[src/rtl/srl_tap_reader_pkg.sv]
// Shared types and constants for the addressable SRL delay line.
// SRL_TAP_READER_OREG_EN selects the two-cycle read latency.
package srl_tap_reader_pkg;

  typedef enum logic [1:0] {
    EMPTY,
    FILLING,
    FULL
  } fill_state_t;

  function automatic int calcAw(input int depth);
    return (depth > 1) ? $clog2(depth) : 1;
  endfunction

`ifdef SRL_TAP_READER_OREG_EN
  localparam int RD_LAT = 2;
`else
  localparam int RD_LAT = 1;
`endif

endpackage

[src/rtl/srl_tap_reader_if.sv]
// Shift/flush and tap-read request/response bundle for srl_tap_reader.
interface srl_tap_reader_if
  import srl_tap_reader_pkg::*;
#(
  parameter int WIDTH = 8,
  parameter int DEPTH = 32
);
  localparam int AW = calcAw(DEPTH);

  logic             shift_en;
  logic [WIDTH-1:0] din;
  logic             flush;
  logic             rd_req;
  logic [AW-1:0]    rd_addr;
  logic             rd_valid;
  logic [WIDTH-1:0] rd_data;
  logic             rd_err;

  modport master (
    output shift_en, din, flush, rd_req, rd_addr,
    input  rd_valid, rd_data, rd_err
  );

  modport slave (
    input  shift_en, din, flush, rd_req, rd_addr,
    output rd_valid, rd_data, rd_err
  );

endinterface

[src/rtl/srl_tap_reader_chain.sv]
// Reset-less shift chain with a dynamic tap read mux; kept free of reset
// and init so it maps onto SRL primitives.
module srl_tap_reader_chain #(
  parameter int WIDTH = 8,
  parameter int DEPTH = 32,
  parameter int AW    = 5
) (
  input  logic             clk,
  input  logic             shift_en_i,
  input  logic [WIDTH-1:0] din_i,
  input  logic [AW-1:0]    rd_addr_i,
  output logic [WIDTH-1:0] rd_data_o
);

  localparam logic [AW:0] DEPTH_V = (AW+1)'(DEPTH);

  logic [WIDTH-1:0] tap_q [DEPTH];

  always_ff @(posedge clk) begin
    if (shift_en_i) begin
      tap_q[0] <= din_i;
      for (int k = 1; k < DEPTH; k++) begin
        tap_q[k] <= tap_q[k-1];
      end
    end
  end

  always_comb begin
    rd_data_o = '0;
    if ({1'b0, rd_addr_i} < DEPTH_V) begin
      rd_data_o = tap_q[rd_addr_i];
    end
  end

endmodule

[src/rtl/srl_tap_reader.sv]
// Addressable delay line: fill tracker FSM, tap read with error check.
// Define SRL_TAP_READER_OREG_EN for an extra output register stage.
module srl_tap_reader
  import srl_tap_reader_pkg::*;
#(
  parameter  int WIDTH = 8,
  parameter  int DEPTH = 32,
  localparam int AW    = calcAw(DEPTH)
) (
  input  logic              clk,
  input  logic              rst,
  srl_tap_reader_if.slave   bus,
  output logic [AW:0]       fill_o,
  output logic              full_o
);

  localparam logic [AW:0] DEPTH_V = (AW+1)'(DEPTH);

  if (DEPTH < 2) begin : g_depth_check
    $error("srl_tap_reader: DEPTH must be at least 2");
  end

  fill_state_t      state_q;
  logic [AW:0]      fill_q;
  logic             rspValid_q;
  logic [WIDTH-1:0] rspData_q;
  logic             rspErr_q;
  logic [WIDTH-1:0] tapData;
  logic             rspErr_d;
  logic [WIDTH-1:0] rspData_d;

  srl_tap_reader_chain #(
    .WIDTH (WIDTH),
    .DEPTH (DEPTH),
    .AW    (AW)
  ) u_chain (
    .clk        (clk),
    .shift_en_i (bus.shift_en),
    .din_i      (bus.din),
    .rd_addr_i  (bus.rd_addr),
    .rd_data_o  (tapData)
  );

  // Uses the pre-shift fill and taps, so a same-edge shift is not visible.
  assign rspErr_d  = ({1'b0, bus.rd_addr} >= fill_q) || ({1'b0, bus.rd_addr} >= DEPTH_V);
  assign rspData_d = rspErr_d ? '0 : tapData;

  always_ff @(posedge clk or posedge rst) begin
    if (rst) begin
      state_q    <= EMPTY;
      fill_q     <= '0;
      rspValid_q <= 1'b0;
      rspData_q  <= '0;
      rspErr_q   <= 1'b0;
    end else begin
      rspValid_q <= bus.rd_req;
      rspErr_q   <= bus.rd_req && rspErr_d;
      rspData_q  <= bus.rd_req ? rspData_d : '0;

      if (bus.flush) begin
        state_q <= EMPTY;
        fill_q  <= '0;
      end else if (bus.shift_en) begin
        case (state_q)
          EMPTY: begin
            state_q <= FILLING;
            fill_q  <= (AW+1)'(1);
          end
          FILLING: begin
            fill_q <= fill_q + 1'b1;
            if (fill_q == DEPTH_V - 1'b1) begin
              state_q <= FULL;
            end
          end
          default: begin
            state_q <= FULL;
            fill_q  <= DEPTH_V;
          end
        endcase
      end
    end
  end

`ifdef SRL_TAP_READER_OREG_EN
  logic             outValid_q;
  logic [WIDTH-1:0] outData_q;
  logic             outErr_q;

  always_ff @(posedge clk or posedge rst) begin
    if (rst) begin
      outValid_q <= 1'b0;
      outData_q  <= '0;
      outErr_q   <= 1'b0;
    end else begin
      outValid_q <= rspValid_q;
      outData_q  <= rspData_q;
      outErr_q   <= rspErr_q;
    end
  end

  assign bus.rd_valid = outValid_q;
  assign bus.rd_data  = outData_q;
  assign bus.rd_err   = outErr_q;
`else
  assign bus.rd_valid = rspValid_q;
  assign bus.rd_data  = rspData_q;
  assign bus.rd_err   = rspErr_q;
`endif

  assign fill_o = fill_q;
  assign full_o = (fill_q == DEPTH_V);

endmodule

[src/flat_wrapper.sv]
// flat-port wrapper written by rule: the top's interface ports become plain ports
module srl_tap_reader_flat import srl_tap_reader_pkg::*;
#(
  parameter  int WIDTH = 8,
  parameter  int DEPTH = 32,
  localparam int AW    = calcAw(DEPTH)
)
  (clk, rst, fill_o, full_o, bus_shift_en, bus_din, bus_flush, bus_rd_req, bus_rd_addr, bus_rd_valid, bus_rd_data, bus_rd_err);
  srl_tap_reader_if #(.WIDTH(WIDTH), .DEPTH(DEPTH)) bus_i ();
  input  logic clk;
  input  logic rst;
  output logic [AW:0] fill_o;
  output logic full_o;
  input wire logic [$bits(bus_i.shift_en)-1:0] bus_shift_en;
  input wire logic [$bits(bus_i.din)-1:0] bus_din;
  input wire logic [$bits(bus_i.flush)-1:0] bus_flush;
  input wire logic [$bits(bus_i.rd_req)-1:0] bus_rd_req;
  input wire logic [$bits(bus_i.rd_addr)-1:0] bus_rd_addr;
  output wire logic [$bits(bus_i.rd_valid)-1:0] bus_rd_valid;
  output wire logic [$bits(bus_i.rd_data)-1:0] bus_rd_data;
  output wire logic [$bits(bus_i.rd_err)-1:0] bus_rd_err;
  assign bus_i.shift_en = bus_shift_en;
  assign bus_i.din = bus_din;
  assign bus_i.flush = bus_flush;
  assign bus_i.rd_req = bus_rd_req;
  assign bus_i.rd_addr = bus_rd_addr;
  assign bus_rd_valid = bus_i.rd_valid;
  assign bus_rd_data = bus_i.rd_data;
  assign bus_rd_err = bus_i.rd_err;
  srl_tap_reader #(.WIDTH(WIDTH), .DEPTH(DEPTH)) u_core (.clk(clk), .rst(rst), .bus(bus_i), .fill_o(fill_o), .full_o(full_o));
endmodule
[config.mk]
export PLATFORM = sky130hd
export DESIGN_NAME = srl_tap_reader_flat
export DESIGN_NICKNAME = d
export VERILOG_FILES = /design/src/rtl/srl_tap_reader_pkg.sv /design/src/rtl/srl_tap_reader_if.sv /design/src/rtl/srl_tap_reader_chain.sv /design/src/rtl/srl_tap_reader.sv /design/src/flat_wrapper.sv
export SDC_FILE = /design/constraint.sdc
export NUM_CORES = 1
export LEC_CHECK = 0
export ABC_AREA = 1
export ABC_CLOCK_PERIOD_IN_PS = 4100
export BUFFER_PORTS_ARGS = -buffer_cell sky130_fd_sc_hd__buf_2
export CAP_MARGIN = 20
export CORE_AREA = 2 2 192 194
export CTS_BUF_LIST = sky130_fd_sc_hd__clkbuf_4 sky130_fd_sc_hd__clkbuf_8
export DETAILED_ROUTE_END_ITERATION = 8
export DIE_AREA = 0 0 194 196
export PLACE_DENSITY = 0.51
export SYNTH_ARGS = -nofsm -noshare
export SYNTH_HDL_FRONTEND = slang
export SYNTH_SLANG_ARGS = --single-unit
[constraint.sdc]
create_clock -name clk -period 4.1 [get_ports clk]
set_input_delay 0.205 -clock clk [delete_from_list [all_inputs] [get_ports clk]]
set_output_delay 0.205 -clock clk [all_outputs]
set_load 0.02 [all_outputs]
==> After elaboration in Yosys (flattened, before gate mapping) <==
Memory sizes are Yosys's and may differ from the RTL's.
Index checks and enable logic that the tools add are counted.
{ "totals": {"latch_bits": 0, "mem_count": 1, "regBits": 18, "rom_bits": 0, "mem_bits_rw": 256, "wordCells": 27, "out_inout_bits": 17, "inputBits": 18} }
{ "classes": {"order_cmp": 1, "div_mod_pow": 0, "n_reduce_logical": 4, "n_bitwise": 0, "n_addsub": 1, "n_mux": 11, "n_shift": 0, "n_eq_ne": 4, "mul": 0} }
{ "memory_table": {"columns": ["name", "words", "word_bits", "rd", "rd_clocked_by_memory_dff", "write_ports", "line_no", "text"], "rows": [
  ["u_core.u_chain.tap_q", 32, 8, 32, 0, 32, "srl_tap_reader_chain.sv:17", "logic [WIDTH-1:0] tap_q [DEPTH];"]
]} }
{ "op_table": {"columns": ["cell", "count"], "rows": [
  ["8-bit two-way mux", 2],
  ["6-bit two-way mux", 2],
  ["6-bit case mux with 2 select lines", 1],
  ["6-bit by 1-bit adder with 6-bit output, second input constant", 1],
  ["6-bit by 5-bit equality test with 1-bit output, second input constant", 1],
  ["6-bit equality test, second input constant", 1],
  ["5-bit by 6-bit >= comparator with 1-bit output", 1],
  ["2-bit two-way mux", 3],
  ["2-bit case mux with 2 select lines", 1],
  ["3-bit by 2-bit != test with 1-bit output, second input constant", 1],
  ["2-bit by 1-bit equality test with 1-bit output, second input constant", 1],
  ["2-bit logical NOT", 1],
  ["1-bit two-way mux", 2],
  ["2-bit AND reduction", 1],
  ["2-bit nonzero test", 1],
  ["1-bit logical AND", 1]
]} }

==> Longest topological paths before layout <==
Gate-level depths: netlist (run 1).
{ "logic_depth": {"word_depth": 5, "mapped_depth": 11} }

==> Hierarchy <==
Synthesis (run 1) repeated with hierarchy kept, for this count alone.
{ "hier_totals": {"cells_unflattened": 979, "hier_area_um2": 11428.5} }
{ "by_module_without_submodules": {"columns": ["mod", "area_per_inst_um2", "instances", "cells_each", "seq_area_each_um2"], "rows": [
  ["srl_tap_reader_chain", 10420.0, 1, 865, 7687.4],
  ["srl_tap_reader", 1008.5, 1, 114, 450.4]
]} }

==> Least setup slack after synthesis (run 1) <==
No wires, ideal clock.
{ "synth_path": {"path_kind": "reg-to-reg", "from": "reg u_core.fill_q[3] (netlist: u_core.fill_o[3])", "to": "reg u_core.rspData_q[0] (netlist: u_core.bus.rd_data[0])", "period_less_slack_ns": 1.651, "required_time_ns": 4.024, "stages_incl_launch_ff": 7, "arrival_time_ns": 1.575, "slack_ns": 2.449, "setup_time_ns": 0.076, "cell_sequence": "dfrtp_1 inv_1 ha_1 a21o_1 a22oi_1 nand4_1 nor2_1"} }
{ "synth_via": {"elab_chain_len": 3} }
{ "synth_lines": {"columns": ["item", "line_no", "text"], "rows": [
  ["from (decl)", "srl_tap_reader.sv:24", "logic [AW:0] fill_q;"],
  ["from (signal assigned)", "srl_tap_reader.sv:67", "fill_q <= (AW+1)'(1);"],
  ["from (signal assigned)", "srl_tap_reader.sv:70", "fill_q <= fill_q + 1'b1;"],
  ["5-bit by 6-bit >= comparator with 1-bit output", "srl_tap_reader.sv:45", "assign rspErr_d = ({1'b0, bus.rd_addr} >= fill_q) || ({1'b0, bus.rd_addr} >= DEPTH_V);"],
  ["8-bit two-way mux", "srl_tap_reader.sv:46", "assign rspData_d = rspErr_d ? '0 : tapData;"],
  ["8-bit two-way mux", "srl_tap_reader.sv:58", "rspData_q <= bus.rd_req ? rspData_d : '0;"],
  ["to (signal assigned)", "srl_tap_reader.sv:58", null],
  ["to (decl)", "srl_tap_reader.sv:26", "logic [WIDTH-1:0] rspData_q;"]
]} }
No other way between the ends.
A chain may end at the register's enable or synchronous reset.

==> Worst setup path in the final report (run 1) <==
{ "layout_path": {"from": "reg u_core.fill_q[3] (netlist: u_core.fill_o[3])", "to": "reg u_core.rspData_q[1] (netlist: u_core.bus.rd_data[1])"} }
Same word-level chain as after synthesis.

==> flow_summary.ini, run 1 <==
[power]
intPower_uw = 4700
total_power_uw = 6180
seq_power_share = 0.542
power_frac_comb = 0.076
p_sw_uw = 1490
power_density_mw_per_mm2 = 489
clock_power_share = 0.383
sw_frac_of_total = 0.240
leakagePower_uw = 0.00486
irDropWorstVdd_mv = 0.250

[placed_design]
dpl_cell_area_mm2 = 0.0117
port_buffers = 34
dp_hpwl_mm = 12.4
place_congestion = 0.745

[clocking]
cts_buffers = 46
insertion_delay_ps = 550
cts.htree.levels = 2
clockBufferDepth = 3
clk_pin_slew_ps = 60
cts-root-buf = clkbuf_8
cts_setup_buffers = 0
cts_tree = done
postCtsHoldBufs = 11
cts_sinks = 274
cts_resized = 0

[synthesis]
synth_area_per_cell_um2 = 11.9
syn_nets = 952
synthDistinctLibCells = 23
synth_cells = 927
ys_seq_elements = 274
async_flop_share = 0.0657
synth_top_area_share = 0.694
syn_area_mm2 = 0.0111
ys_top_cells_by_area = edfxtp_1 69%, nand2_1 10%, nand3_1 10%
ys_warn_count = 0
yosysSeqAreaShare = 0.735
synthFlopType = edfxtp_1
yosysMostFrequentCell = nand2_1
synthTopCellsByCount = 308 x nand2_1, 256 x edfxtp_1, 230 x nand3_1, 21 x buf_2
synth_top_area_cell = edfxtp_1
synth-edff-count = 256

[critical_path]
end_kind = flip-flop
rr_endpoint = u_core.bus.rd_data[1]$_DFF_PP0_
crit_type = flip-flop to flip-flop
r2r_slack_ps = 2130
worstPathArrival_ps = 2420
start_kind = flip-flop
crit_required_ps = 4550
worstPathMaxFanout = 8
critical_path.startpoint = u_core.fill_o[3]$_DFFE_PP0P_
crit_end = u_core.bus.rd_data[1]$_DFF_PP0_
reg2reg_from = u_core.fill_o[3]$_DFFE_PP0P_
reg2reg_depth = 6

[global_route]
grt_pass1_vias = 6920
grt_start_max_net_pins = 161
grt_first_pass_wirelength_mm = 38.1
grt_overflow = 0
antenna_found_initial = 0
grt_use_total = 0.123

[sta]
worst_slew_pin_slew_ps = 996
tns_ps = 0
timing.hold.ws_ps = 109
clock-skew-final_ps = 16.5
hold_viol = 0
maxSlewViolCount = 0
max_freq_mhz = 508
rsz0062_at_grt = false
slew_headroom = 0.336
period_needed_ps = 1970
finalCritPeriodShare = 0.480
setup_viol = 0

[die]
die_x_um = 194
coreArea_mm2 = 0.0361
io_pins = 35
floorplan.rows = 70
initial_utilization = 0.307
die_h_um = 196
dieArea_mm2 = 0.0380

[drt]
drc = 0
ant_nets = 0
drt-total-wl_mm = 23.5
drt_iter0_drc = 588
dr.pass1.iters = 5
avgViaCountPerCell = 4.70
dr_total_vias = 6969
post_drt_wl_per_cell_um = 15.8

[status]
status = finished clean

[layout]
nets = 1004
n_antenna_cell = 0
synthToLayoutAreaGrowth_pct = 14.2
drive_gt1_frac = 0.121
stdcell_area_mm2 = 0.0126

[worst_hold_path]
hold_class = primary input to flip-flop

[run]
drv_cap = 0
## how the worst min path moves through the flow
stage / start / endpoint / slack [ps] / cells after the start
after floorplan: rst / u_core.bus.rd_data[0]$_DFF_PP0_ / 140 / 1
after global placement: bus_rd_req / u_core.bus.rd_valid$_DFF_PP0_ / 360 / 1
after detailed placement: bus_rd_req / u_core.bus.rd_valid$_DFF_PP0_ / 360 / 1
after CTS: bus_rd_addr[4] / u_core.bus.rd_data[5]$_DFF_PP0_ / 90 / 4
after global routing: bus_shift_en / u_core.u_chain.tap_q[5][1]$_DFFE_PP_ / 110 / 1
final: bus_shift_en / u_core.u_chain.tap_q[1][1]$_DFFE_PP_ / 110 / 1
## cell type report
| type | instances | area [um2] |
|---|---|---|
| inverter | 20 | 77.6 |
| clock inverter | 10 | 43.8 |
| multi-input combinational | 581 | 2570 |
| timing repair buffer | 56 | 388 |
| sequential | 274 | 8140 |
| tap | 468 | 586 |
| fill | 3597 | 23400 |
| clock buffer | 73 | 842 |
## sequential cells by signal (all words and copies together) (netlist names)
register / cells
u_core.u_chain.tap_q: 256
u_core.bus.rd_data: 8
u_core.fill_o: 6
u_core.state_q: 2
u_core.bus.rd_err: 1
u_core.bus.rd_valid: 1
## cells by family (layout without fill, tap and decap cells)
logic type,Yosys count,after routing,share of synthesized area
and+or+nand+nor,561,561,0.218
DFF,274,274,0.735
buffers and inverters,72,159,0.0325
AOI/OAI and AO/OA,13,13,0.00701
adders and majority gates,7,7,0.00791
## power by group through the flow
stage / registers [uW] / logic, uW / clock network (uW)
6_report: 3350 / 467 / 2370
5_1_grt: 3370 / 534 / 2560
4_1_cts: 3350 / 474 / 2440
3_5_place_dp: 3400 / 465 / 0
3_3_place_gp: 3400 / 463 / 0
2_1_floorplan: 3390 / 284 / 0
## critical path, cell delays in order (launching register included)
cell	delay [ps]
dfrtp_1	430
inv_1	120
ha_1	300
a21o_1	160
a22oi_1	180
nand4_1	440
nor2_1	250
## routing by layer
metal	vias to the layer above	GRT usage	wire (um)
met5	-	0	0
met4	0	0.0429	580
met3	41	0.0232	1000
met2	161	0.182	10300
met1	3391	0.182	11600
li1	3376	-	-
## cell usage in the layout (no fill, tap or decap), types with 2 or more instances in the layout
cell	synthesis	layout
nand3_1	230	230
clkinv_1	0	7
dlygate4sd3_1	0	11
dfrtp_1	18	18
nor2_1	16	16
nor3_1	2	2
o21ai_0	7	7
edfxtp_1	256	256
clkbuf_8	0	47
buf_4	17	11
clkbuf_4	0	26
ha_1	7	7
nand4_1	3	3
nand2_1	308	308
buf_2	21	32
clkinv_2	0	2
inv_1	18	18
## stage by stage
stage / setup WS [ps] / cells / utilization
floorplan: 2450 / 927 / -
global placement: 1570 / 1388 / 0.323
detailed placement: 1520 / 1388 / 0.323
CTS: 2070 / 1482 / 0.351
global route: 1950 / 1482 / 0.351
finish: 2130 / 1482 / 0.351
No activity file was read; power rests on OpenSTA's default activity.
==> inputs of run 2 (changes only) <==
ABC_CLOCK_PERIOD_IN_PS = 1740   (was 4100)
PLACE_DENSITY = 0.53   (was 0.51)
clock period = 1.74 ns   (was 4.1 ns; I/O delays follow)
==> run 2 against run 1 <==
Effect of this change:
- combinational power grew to 2.6 times the previous value
- critical path type is now flip-flop to output pin
- sequential power up 130%
- largest power group unchanged
- sequential share of layout area shrank 1.5 points
==> flow_summary.ini, run 2 (synthesis gave the netlist of run 1 again) <==
[layout]
top_register = u_core.u_chain.tap_q
largest_reg_flops = 256
final_cell_mix = 308 x nand2_1, 256 x edfxtp_1, 230 x nand3_1, 49 x clkbuf_8, 31 x buf_2
drive_gt1_frac = 0.138
multi_input_area_mm2 = 0.00258
final_util = 0.359
register_area_mm2 = 0.00814
nets = 1022
mostFrequentLayoutCell = nand2_1
n_antenna_cell = 0
stdcell_area_mm2 = 0.0129
synthToLayoutAreaGrowth_pct = 17.0
fill_cells = 3580

[drt]
dr_total_vias = 7118
drt-total-wl_mm = 23.7
avgViaCountPerCell = 4.75
drc = 0
dr.pass1.iters = 5
post_drt_wl_per_cell_um = 15.8
ant_nets = 0
drt_iter0_drc = 529

[placed_design]
dp_hpwl_mm = 13.1
dpl_cell_area_mm2 = 0.0119
place_congestion = 0.822
port_buffers = 34

[sta]
period_needed_ps = 1620
tns_ps = 0
finalCritPeriodShare = 0.931
timing.hold.ws_ps = 32.6
worst_slew_pin_slew_ps = 750
rsz0062_at_grt = true
setup_viol = 0
maxSlewViolCount = 0
hold_viol = 0
max_freq_mhz = 617
clock-skew-final_ps = 11.5
slew_headroom = 0.499

[critical_path]
worstPathArrival_ps = 1530
reg2reg_depth = 7
crit_type = flip-flop to output pin
critPathTopFamily = flip-flops
critPathBufInv = 2
max_stage_delay_ps = 420
cp_num_cells = 5
worstPathMaxFanout = 4
cp_slowest_cell = dfrtp_1
crit_required_ps = 1650
cp_cell_sequence = inv_2, ha_1, nand3_1, nor3_2, buf_4
end_kind = output pin
start_kind = flip-flop

[power]
irDropWorstVdd_mv = 0.630
leakagePower_uw = 0.00501
power_density_mw_per_mm2 = 1150
total_power_uw = 14800

[clocking]
cts_sinks = 274
insertion_delay_ps = 540
cts_buffers = 45
cts-root-buf = clkbuf_8
cts_tree = done
cts.htree.levels = 2
clk_pin_slew_ps = 70
clockBufferDepth = 3

[global_route]
grt_start_max_net_pins = 87
grt_pass1_vias = 6982
antenna_found_initial = 0
grt_overflow = 0
grt_use_total = 0.123
grt_first_pass_wirelength_mm = 38.0

[die]
initial_utilization = 0.307
coreArea_mm2 = 0.0361
dieArea_mm2 = 0.0380
io_pins = 35
die_h_um = 196
die_x_um = 194
floorplan.rows = 70

[worst_hold_path]
hold_class = primary input to flip-flop
hold_depth = 5

[run]
drv_cap = 0

[status]
status = finished clean
[run 2: cell types whose count changed in the layout (fill, tap and decap cells not counted), moves of 2 or more]
cell / delta
buf_4: +10
clkinv_2: +2
inv_1: -2
clkbuf_8: +2
bufinv_16: +2
clkbuf_4: -9
inv_2: +2
buf_12: +9
[run 2: area by class of cell]
cell class | instances | share of cell area
Clock buffer | 66 | 0.0619
Inverter | 20 | 0.00599
Multi-Input combinational cell | 581 | 0.199
Timing Repair Buffer | 75 | 0.0501
Sequential cell | 274 | 0.629
Clock inverter | 15 | 0.00908
Tap cell | 468 | 0.0452
[run 2: path summary, 6_finish.rpt]
check / end / startpoint / slack (ps)
worst max-delay path: full_o / u_core.fill_o[1]$_DFFE_PP0P_ / 120
worst min register to register: u_core.u_chain.tap_q[6][3]$_DFFE_PP_ / u_core.u_chain.tap_q[5][3]$_DFFE_PP_ / 440
worst max register to register: u_core.bus.rd_data[2]$_DFF_PP0_ / u_core.fill_o[2]$_DFFE_PP0P_ / 200
min in group asynchronous: u_core.fill_o[5]$_DFFE_PP0P_ / rst / 220
worst min-delay path: u_core.bus.rd_data[7]$_DFF_PP0_ / bus_rd_addr[4] / 30
max in group asynchronous: u_core.fill_o[0]$_DFFE_PP0P_ / rst / 990
[run 2: tightest hold or removal path, delay by kind of cell]
| family | cells | cell delay, ps |
|---|---|---|
| buffers and inverters | 2 | 280 |
| AND/OR/NAND/NOR | 3 | 160 |
[run 2: what timing repair did]
action	4_1_cts	5_1_grt
buffers inserted	0	1
endpoints found under the hold margin	58	0
hold buffers	12	0
endpoints found under the setup margin	1	1
resized for setup	2	3
[run 2: metrics by stage]
stage / std cells / setup WS, ps
final: 1499 / 120
after global routing: 1499 / -6.87
after CTS: 1498 / 9.52
after detailed placement: 1405 / 207
after global placement: 1405 / 232
after floorplan: 927 / 89.0
[run 2: where the power goes]
| group | switching [uW] | leakage (uW) | total (uW) | internal [uW] |
|---|---|---|---|---|
| clock | 2510 | 0.000487 | 5760 | 3250 |
| combinational | 796 | 0.00178 | 1200 | 401 |
| sequential | 200 | 0.00274 | 7870 | 7670 |
[run 2: routing by layer]
metal | wire length (um) | share of wire | vias up | GRT usage
met5 | 0 | 0 | - | 0
met4 | 450 | 0.019 | 0 | 0.0382
met3 | 1000 | 0.042 | 37 | 0.0217
met2 | 10900 | 0.46 | 146 | 0.191
met1 | 11300 | 0.48 | 3523 | 0.175
li1 | - | - | 3412 | -
